--- config.mk ---
export PLATFORM = sky130hd
export DESIGN_NAME = if_stage
export DESIGN_NICKNAME = d
export VERILOG_FILES = /design/src/rtl/if_pkg.sv /design/src/rtl/sync_fifo.sv /design/src/rtl/if_stage.sv
export SDC_FILE = /design/constraint.sdc
export NUM_CORES = 1
export LEC_CHECK = 0
export CAP_MARGIN = 0
export CORE_MARGIN = 1
export CORE_UTILIZATION = 44
export DETAILED_ROUTE_END_ITERATION = 8
export PLACE_DENSITY = 0.75
export REMOVE_ABC_BUFFERS = 1
export SLEW_MARGIN = 20
export SYNTH_ARGS = -nofsm -noshare
export SYNTH_HDL_FRONTEND = slang
export SYNTH_SLANG_ARGS = --single-unit
--- constraint.sdc ---
create_clock -name clk -period 5.95 [get_ports clk]
set_input_delay 1.19 -clock clk [delete_from_list [all_inputs] [get_ports clk]]
set_output_delay 1.19 -clock clk [all_outputs]
set_load 0.01 [all_outputs]
--- src/rtl/if_pkg.sv ---
// if_pkg: shared state type, RISC-V field positions and PC step for the fetch stage.
package if_pkg;

  typedef enum logic {
    FETCH = 1'b0,
    FLUSH = 1'b1
  } fetch_state_t;

  localparam int OPCODE_LSB   = 0;
  localparam int OPCODE_MSB   = 6;
  localparam int FUNCT3_LSB   = 12;
  localparam int FUNCT3_MSB   = 14;
  localparam int FUNCT7_5_BIT = 30;

  localparam logic [31:0] PC_INCR = 32'd4;

  function automatic logic [31:0] align_pc(input logic [31:0] pc);
    return pc & ~32'h0000_0003;
  endfunction

endpackage

--- src/rtl/sync_fifo.sv ---
// sync_fifo: small synchronous FIFO with occupancy count and a clear that beats push/pop.
module sync_fifo #(
  parameter int WIDTH = 32,
  parameter int DEPTH = 2
) (
  input  logic                       clk,
  input  logic                       rst_n,
  input  logic                       clear,
  input  logic                       push,
  input  logic [WIDTH-1:0]           push_data,
  input  logic                       pop,
  output logic [WIDTH-1:0]           head_data,
  output logic [$clog2(DEPTH+1)-1:0] count,
  output logic                       empty
);

  localparam int CW = $clog2(DEPTH + 1);
  localparam int AW = (DEPTH > 1) ? $clog2(DEPTH) : 1;

  logic [WIDTH-1:0] mem [DEPTH];
  logic [AW-1:0]    rd_ptr;
  logic [AW-1:0]    wr_ptr;
  logic             full;
  logic             do_push;
  logic             do_pop;

  // Depth need not be a power of two, so pointers wrap explicitly.
  function automatic logic [AW-1:0] ptr_inc(input logic [AW-1:0] p);
    return (p == AW'(DEPTH - 1)) ? '0 : p + AW'(1);
  endfunction

  assign empty     = (count == '0);
  assign full      = (count == CW'(DEPTH));
  assign do_pop    = pop && !empty;
  assign do_push   = push && (!full || do_pop);
  assign head_data = mem[rd_ptr];

  always_ff @(posedge clk or negedge rst_n) begin
    if (!rst_n) begin
      rd_ptr <= '0;
      wr_ptr <= '0;
      count  <= '0;
    end else if (clear) begin
      rd_ptr <= '0;
      wr_ptr <= '0;
      count  <= '0;
    end else begin
      if (do_push) wr_ptr <= ptr_inc(wr_ptr);
      if (do_pop)  rd_ptr <= ptr_inc(rd_ptr);
      if (do_push && !do_pop)      count <= count + CW'(1);
      else if (do_pop && !do_push) count <= count - CW'(1);
    end
  end

  always_ff @(posedge clk) begin
    if (do_push) mem[wr_ptr] <= push_data;
  end

endmodule

--- src/rtl/if_stage.sv ---
// if_stage: credit-based instruction fetch with redirect flush and a small decode buffer.
// Optional perf_fetch_cnt output is built only when IF_STAGE_PERF_EN is defined.
//   state | meaning
//   FETCH | issue requests while credit remains, pair responses with their addresses
//   FLUSH | discard drop_cnt stale responses left over from a redirect, no requests
module if_stage
  import if_pkg::*;
#(
  parameter logic [31:0] RESET_PC  = 32'h0000_0000,
  parameter int          BUF_DEPTH = 2
) (
  input  logic        clk,
  input  logic        rst_n,
  output logic        imem_req_valid,
  input  logic        imem_req_ready,
  output logic [31:0] imem_req_addr,
  input  logic        imem_rsp_valid,
  input  logic [31:0] imem_rsp_data,
  input  logic        redirect_valid,
  input  logic [31:0] redirect_pc,
  output logic        id_valid,
  input  logic        id_ready,
  output logic [31:0] id_instr,
  output logic [31:0] id_pc,
  output logic [6:0]  id_opcode,
  output logic [2:0]  id_funct3,
  output logic        id_funct7_5
`ifdef IF_STAGE_PERF_EN
  ,
  output logic [31:0] perf_fetch_cnt
`endif
);

  localparam int CW  = $clog2(BUF_DEPTH + 1);
  localparam int CW1 = CW + 1;

  fetch_state_t  state, state_nxt;
  logic [31:0]   pc;
  logic [31:0]   rsp_pc;
  logic [63:0]   ibuf_head;
  logic [CW-1:0] occupancy;
  logic [CW-1:0] outstanding;
  logic [CW-1:0] drop_cnt;
  logic [CW-1:0] drop_nxt;
  logic [CW-1:0] in_flight;
  logic [CW:0]   used;
  logic          afifo_empty;
  logic          ibuf_empty;
  logic          req_fire;
  logic          rsp_take;
  logic          id_fire;

  // Every outstanding request owns a buffer slot, so the buffer can never overflow.
  assign used           = {1'b0, occupancy} + {1'b0, outstanding};
  assign in_flight      = outstanding + drop_cnt;
  assign imem_req_valid = rst_n && (state == FETCH) && !redirect_valid && (used < CW1'(BUF_DEPTH));
  assign imem_req_addr  = pc;
  assign req_fire       = imem_req_valid && imem_req_ready;
  assign rsp_take       = imem_rsp_valid && (state == FETCH) && !redirect_valid && !afifo_empty;
  assign id_valid       = !ibuf_empty;
  assign id_fire        = id_valid && id_ready;

  assign {id_pc, id_instr} = ibuf_head;
  assign id_opcode         = id_instr[OPCODE_MSB:OPCODE_LSB];
  assign id_funct3         = id_instr[FUNCT3_MSB:FUNCT3_LSB];
  assign id_funct7_5       = id_instr[FUNCT7_5_BIT];

  always_comb begin
    state_nxt = state;
    drop_nxt  = drop_cnt;
    if (redirect_valid) begin
      drop_nxt  = (imem_rsp_valid && (in_flight != '0)) ? in_flight - CW'(1) : in_flight;
      state_nxt = (drop_nxt != '0) ? FLUSH : FETCH;
    end else if (state == FLUSH) begin
      if (imem_rsp_valid && (drop_cnt != '0)) drop_nxt = drop_cnt - CW'(1);
      if (drop_nxt == '0) state_nxt = FETCH;
    end
  end

  always_ff @(posedge clk or negedge rst_n) begin
    if (!rst_n) begin
      state    <= FETCH;
      drop_cnt <= '0;
      pc       <= RESET_PC;
    end else begin
      state    <= state_nxt;
      drop_cnt <= drop_nxt;
      if (redirect_valid) pc <= align_pc(redirect_pc);
      else if (req_fire)  pc <= pc + PC_INCR;
    end
  end

  sync_fifo #(
    .WIDTH (32),
    .DEPTH (BUF_DEPTH)
  ) u_addr_fifo (
    .clk       (clk),
    .rst_n     (rst_n),
    .clear     (redirect_valid),
    .push      (req_fire),
    .push_data (pc),
    .pop       (rsp_take),
    .head_data (rsp_pc),
    .count     (outstanding),
    .empty     (afifo_empty)
  );

  sync_fifo #(
    .WIDTH (64),
    .DEPTH (BUF_DEPTH)
  ) u_instr_buf (
    .clk       (clk),
    .rst_n     (rst_n),
    .clear     (redirect_valid),
    .push      (rsp_take),
    .push_data ({rsp_pc, imem_rsp_data}),
    .pop       (id_fire),
    .head_data (ibuf_head),
    .count     (occupancy),
    .empty     (ibuf_empty)
  );

`ifdef IF_STAGE_PERF_EN
  always_ff @(posedge clk or negedge rst_n) begin
    if (!rst_n)       perf_fetch_cnt <= '0;
    else if (id_fire) perf_fetch_cnt <= perf_fetch_cnt + 32'd1;
  end
`endif

endmodule

# Yosys cells after proc, flatten, opt, wreduce, memory -nomap -nowiden
# Memory sizes are Yosys's and may differ from the RTL's.
# Index checks and enable logic that the tools add are counted.
# Widths: inputs -> output; s select.
word_totals:
  ff_bits: 43
  latch_bits: 0
  mem_bits_rw: 192
  romBits: 0
  in_bits: 70
  output_inout_bits: 109
  word_cells: 105
  memories: 2
op_classes:
  add_sub_neg: 13
  n_mul: 0
  div_mod_pow: 0
  n_lt_le_gt_ge: 1
  n_eq_ne: 2
  n_shift: 0
  muxes: 34
  n_bitwise: 1
  reduce_logical: 43
mem_list:
  columns: ["memory", "depth", "width", "read_ports", "rd_ports_with_merged_regs", "wr", "line_no", "source"]
  rows:
  - ["u_instr_buf.mem", 2, 64, 1, 0, 1, "sync_fifo.sv:20", "logic [WIDTH-1:0] mem [DEPTH];"]
  - ["u_addr_fifo.mem", 2, 32, 1, 0, 1, "sync_fifo.sv:20", null]
ops:
  columns: ["operator", "n"]
  rows:
  - ["$mux 32", 2]
  - ["$add 32x3->32 const B", 1]
  - ["$mux 2", 12]
  - ["$mux 1", 20]
  - ["$logic_and 1x1->1", 18]
  - ["$reduce_bool 2->1", 9]
  - ["$logic_not 1->1", 9]
  - ["$sub 2x1->2 const B", 4]
  - ["$logic_not 2->1", 3]
  - ["$reduce_bool 3->1", 2]
  - ["$add 1x1->1 const B", 4]
  - ["$add 2x1->2 const B", 2]
  - ["$eq 2x2->1 const B", 2]
  - ["$add 2x2->3", 1]
  - ["$lt 3x2->1 const B", 1]
  - ["$add 2x2->2", 1]
  - ["$logic_or 1x1->1", 2]
  - ["$not 1->1", 1]

# Depth between registers and ports, before layout
logic_depth:
  depth_word: 12
  ltp_mapped: 9
  ltp_nobuf: 8

# Modules after synthesis
# From an unflattened synthesis, not the netlist that was laid out.
unflattened:
  hier_cells: 611
  area_unflattened_um2: 9904.5
by_module_without_submodules:
  columns: ["mod", "instances", "cells_per_inst", "area_per_inst_um2", "seq_area_each_um2"]
  rows:
  - ["sync_fifo at u_instr_buf", 1, 226, 5074.9, 3943.8]
  - ["sync_fifo at u_addr_fifo", 1, 127, 2576.2, 2021.9]
  - ["if_stage", 1, 258, 2253.4, 825.8]

# Worst setup path before layout
# No wires, ideal clock.
synth_timing:
  path_kind: "in2reg"
  from: "input port imem_rsp_valid"
  to: "memory u_instr_buf.mem[0][0], enable pin"
  setup_ns: 0.482
  arrival_time_ns: 4.527
  required_ns: 5.468
  setup_slack_ns: 0.940
  stages: 4
  n_path_buf: 0
  path_cell_list: "nand2b_1 -> nor3_2 -> o21ai_0 -> nor2_1"
synth_between:
  elab_chain_cells: 6
synth_rtl:
  columns: ["item", "line_no", "source"]
  rows:
  - ["start, declared", "if_stage.sv:17", "input logic imem_rsp_valid,"]
  - ["$logic_and 1x1->1 (3 in a row)", "if_stage.sv:59", "assign rsp_take = imem_rsp_valid && (state == FETCH) && !redirect_valid && !afifo_empty;"]
  - ["$logic_and 1x1->1", "sync_fifo.sv:35", "assign do_push = push && (!full || do_pop);"]
  - ["$mux 1", "sync_fifo.sv:56", "if (do_push) mem[wr_ptr] <= push_data;"]
  - ["$mux 1 (not written as such)", "sync_fifo.sv:56", null]
  - ["end, declared", "sync_fifo.sv:20", null]
# Every way passes these cells.

# Worst setup path in the final report
layout_timing:
  from: "input port redirect_valid"
  to: "output port imem_req_valid"
layout_between:
  elab_chain_cells: 3
layout_rtl:
  columns: ["item", "line_no", "source"]
  rows:
  - ["start, declared", "if_stage.sv:19", "input logic redirect_valid,"]
  - ["$logic_not 1->1", "if_stage.sv:56", "assign imem_req_valid = rst_n && (state == FETCH) && !redirect_valid && (used < CW1'(BUF_DEPTH));"]
  - ["$logic_and 1x1->1 (2 in a row)", "if_stage.sv:56", null]
  - ["end, declared", "if_stage.sv:14", "output logic imem_req_valid,"]
# Every way passes these cells.

==> impl_metrics.yaml <==
critical_path:
  cp-end-kind: "output pin"
  path_class: "in -> out"
  crit_chain: "clkdlybuf4s50_1 > nor2_1 > and3_1 > clkdlybuf4s50_1"
  cp-start-kind: "input pin"
  path_buf_inv: 2
  cp.required_ns: 4.76
  cp_top_family: "buffers and inverters"
  crit_path_top_delay_cell: "clkdlybuf4s50_1"
  slowest_delay_ns: 0.83
  cp.arrival_ns: 3.15
  cp_common_cell: "clkdlybuf4s50_1"
  cp_max_fo: 21
logic_synthesis:
  syn_inst: 596
  ys_types: 54
  yosysMostFrequentCell: "edfxtp_1"
  syn_avg_cell_area_sq_um: 15.5
  ys_seq_area_frac: 0.707
  async_reset_ff_frac: 0.182
  synth-seq-cells: 225
  ys_top_cells_by_count: "edfxtp_1, mux2_2, dfrtp_1"
  synth_edf_count: 184
  synth_area_sq_mm: 0.00927
  yosysWarnings: 0
  yosys-top-cells-area: "edfxtp_1, mux2_2, dfrtp_1"
  synth_flop_cell: "edfxtp_1"
  synth_top_area_frac: 0.596
  yosysTopAreaCell: "edfxtp_1"
timing:
  setup_ws_ns: 1.61
  timing.final.crit_share: 0.730
  rsz0062_at_grt: "false"
  finalClockSkew_ns: 0.0216
  whs_ns: 0.552
  fin_crit_ns: 4.34
  setup-tns-final_ns: 0
  finalMaxSlewViolations: 0
  worst_pin_slew_ns: 1.03
  finalHoldViolCount: 0
  fmax_mhz: 230
  setup_viol: 0
  relSlewSlack: 0.312
grt:
  grt_pass1_vias: 5785
  gr-total-overflow: 0
  grt_start_max_net_pins: 58
  track_usage: 0.180
  grt_pass1_wl_mm: 30.6
  antenna_found_initial: 0
floorplan:
  die_h_um: 147
  core.rowCount: 52
  core-area_sq_mm: 0.0204
  dieArea_sq_mm: 0.0216
  die_width_um: 147
  start_util: 0.454
  ioPinCount: 179
cells_and_area:
  post-route-util: 0.583
  final_area_sq_mm: 0.0119
  instances_no_fill: 1053
  diodes: 0
  fillers: 1598
  drive_gt1_frac: 0.190
  fin_nets: 842
  area_delta_synth_final_pct: 28.5
clock_tree:
  cts_resized: 0
  clockBufferDepth: 3
  path_clk_slew_ns: 0.06
  clock-sinks: 225
  post_cts_buffers: 0
  cts_buffers: 23
  clkLatencyLatePin_ns: 0.50
  cts_hold_buf: 0
  root_buffer: "clkbuf_16"
  htree_levels: 1
  cts_tree: "yes"
power:
  power_mw: 3.52
  p_leak_nw: 4.08
  irDropWorstVdd_uv: 168
  power_density_mw_per_mm2: 295
route:
  avgViaCountPerCell: 5.37
  routed_wirelength_mm: 19.4
  num_vias: 5657
  drt_pass1_iterations: 5
  routedWlPerCell_um: 18.5
  drcViolationCount: 0
  antenna_left: 0
  first_iter_violations: 370
place:
  hpwl_mm: 12.7
  dp.cells: 1012
  dpl_cell_area_sq_mm: 0.0112
  gp_congestion: 0.801
  place_ws_ns: 1.40
  io_buffer_count: 172
flow_run:
  max-cap-violations: 0
worst_hold_path:
  hp-class: "reg -> reg"
run_status:
  status: "complete, no violations"
placed cells by master, fill, tap and decap left out, types with 9 or more instances in the layout:
cell type | Yosys | layout
nand3_1 | 19 | 19
o21ai_0 | 23 | 23
clkbuf_16 | 0 | 23
nand2_1 | 39 | 39
clkdlybuf4s50_1 | 0 | 171
dfrtp_1 | 41 | 40
mux2_2 | 92 | 92
o211ai_1 | 10 | 10
inv_1 | 12 | 12
edfxtp_1 | 184 | 184
a21oi_1 | 9 | 9
nor2_1 | 26 | 22
and3_1 | 9 | 9
cell type report:
class,instances,area [sq um],area share
tap,270,338,0.0284
clock buffer,28,594,0.0499
sequential,225,6550,0.550
inverter,12,45.0,0.00378
multi-input combinational,325,2510,0.211
timing repair buffer,180,1780,0.149
clock inverter,13,90.1,0.00757
worst register-to-register path: stages, from the launching register on:
cell,delay (ns)
dfrtp_1,0.46
and2_1,0.19
fa_1,0.48
and4bb_2,0.33
and2_1,0.78
nor2_1,0.50
a21o_1,0.28
a221o_1,0.28
kinds of logic (layout without fill, tap and decap cells):
kind of cell               count (synthesis)  after routing  share of synthesized area
AOI/OAI and AO/OA                         71             71                     0.0508
xor gates and xnor gates                  14             14                     0.0132
adders and majority gates                  5              5                    0.00756
buffers and inverters                     49            233                     0.0263
DFF                                      225            225                      0.707
muxes                                     95             95                      0.115
other                                      1              4                   0.000405
and+or+nand+nor                          136            136                     0.0795
where the power goes:
group,leakage [nW],internal [mW],switching (mW)
clock,0.333,0.753,0.556
combinational,1.58,0.185,0.177
sequential,2.17,1.78,0.0713
metal layers:
| metal | vias to the layer above | track usage | part of all wire |
|---|---|---|---|
| met1 | 2776 | 0.229 | 0.41 |
| met2 | 235 | 0.313 | 0.50 |
| li1 | 2606 | - | - |
| met5 | - | 0 | 0 |
| met4 | 0 | 0.0521 | 0.021 |
| met3 | 40 | 0.0366 | 0.072 |
worst paths after layout:
kind | start | endpoint | slack, ns | depth (start not counted)
worst max register to register | u_addr_fifo.count[0] | imem_req_addr[28] | 2.56 | 7
worst min register to register | u_addr_fifo.mem[1][22] | u_instr_buf.mem[0][54] | 0.55 | 1
worst min-delay path | u_addr_fifo.mem[1][22] | u_instr_buf.mem[0][54] | 0.55 | 1
min in group asynchronous | rst_n | drop_cnt[0] | 0.76 | 2
worst max-delay path | redirect_valid | imem_req_valid | 1.61 | 4
max in group asynchronous | rst_n | u_instr_buf.rd_ptr | 4.76 | 2
sequential cells by signal, summed over array words and instances (netlist names):
signal              cells
u_addr_fifo.wr_ptr      1
u_addr_fifo.rd_ptr      1
u_instr_buf.rd_ptr      1
imem_req_addr          30
u_addr_fifo.mem        60
u_instr_buf.wr_ptr      1
u_instr_buf.mem       124
drop_cnt                2
state                   1
u_instr_buf.count       2
u_addr_fifo.count       2
(Power assumes the default switching activity.)
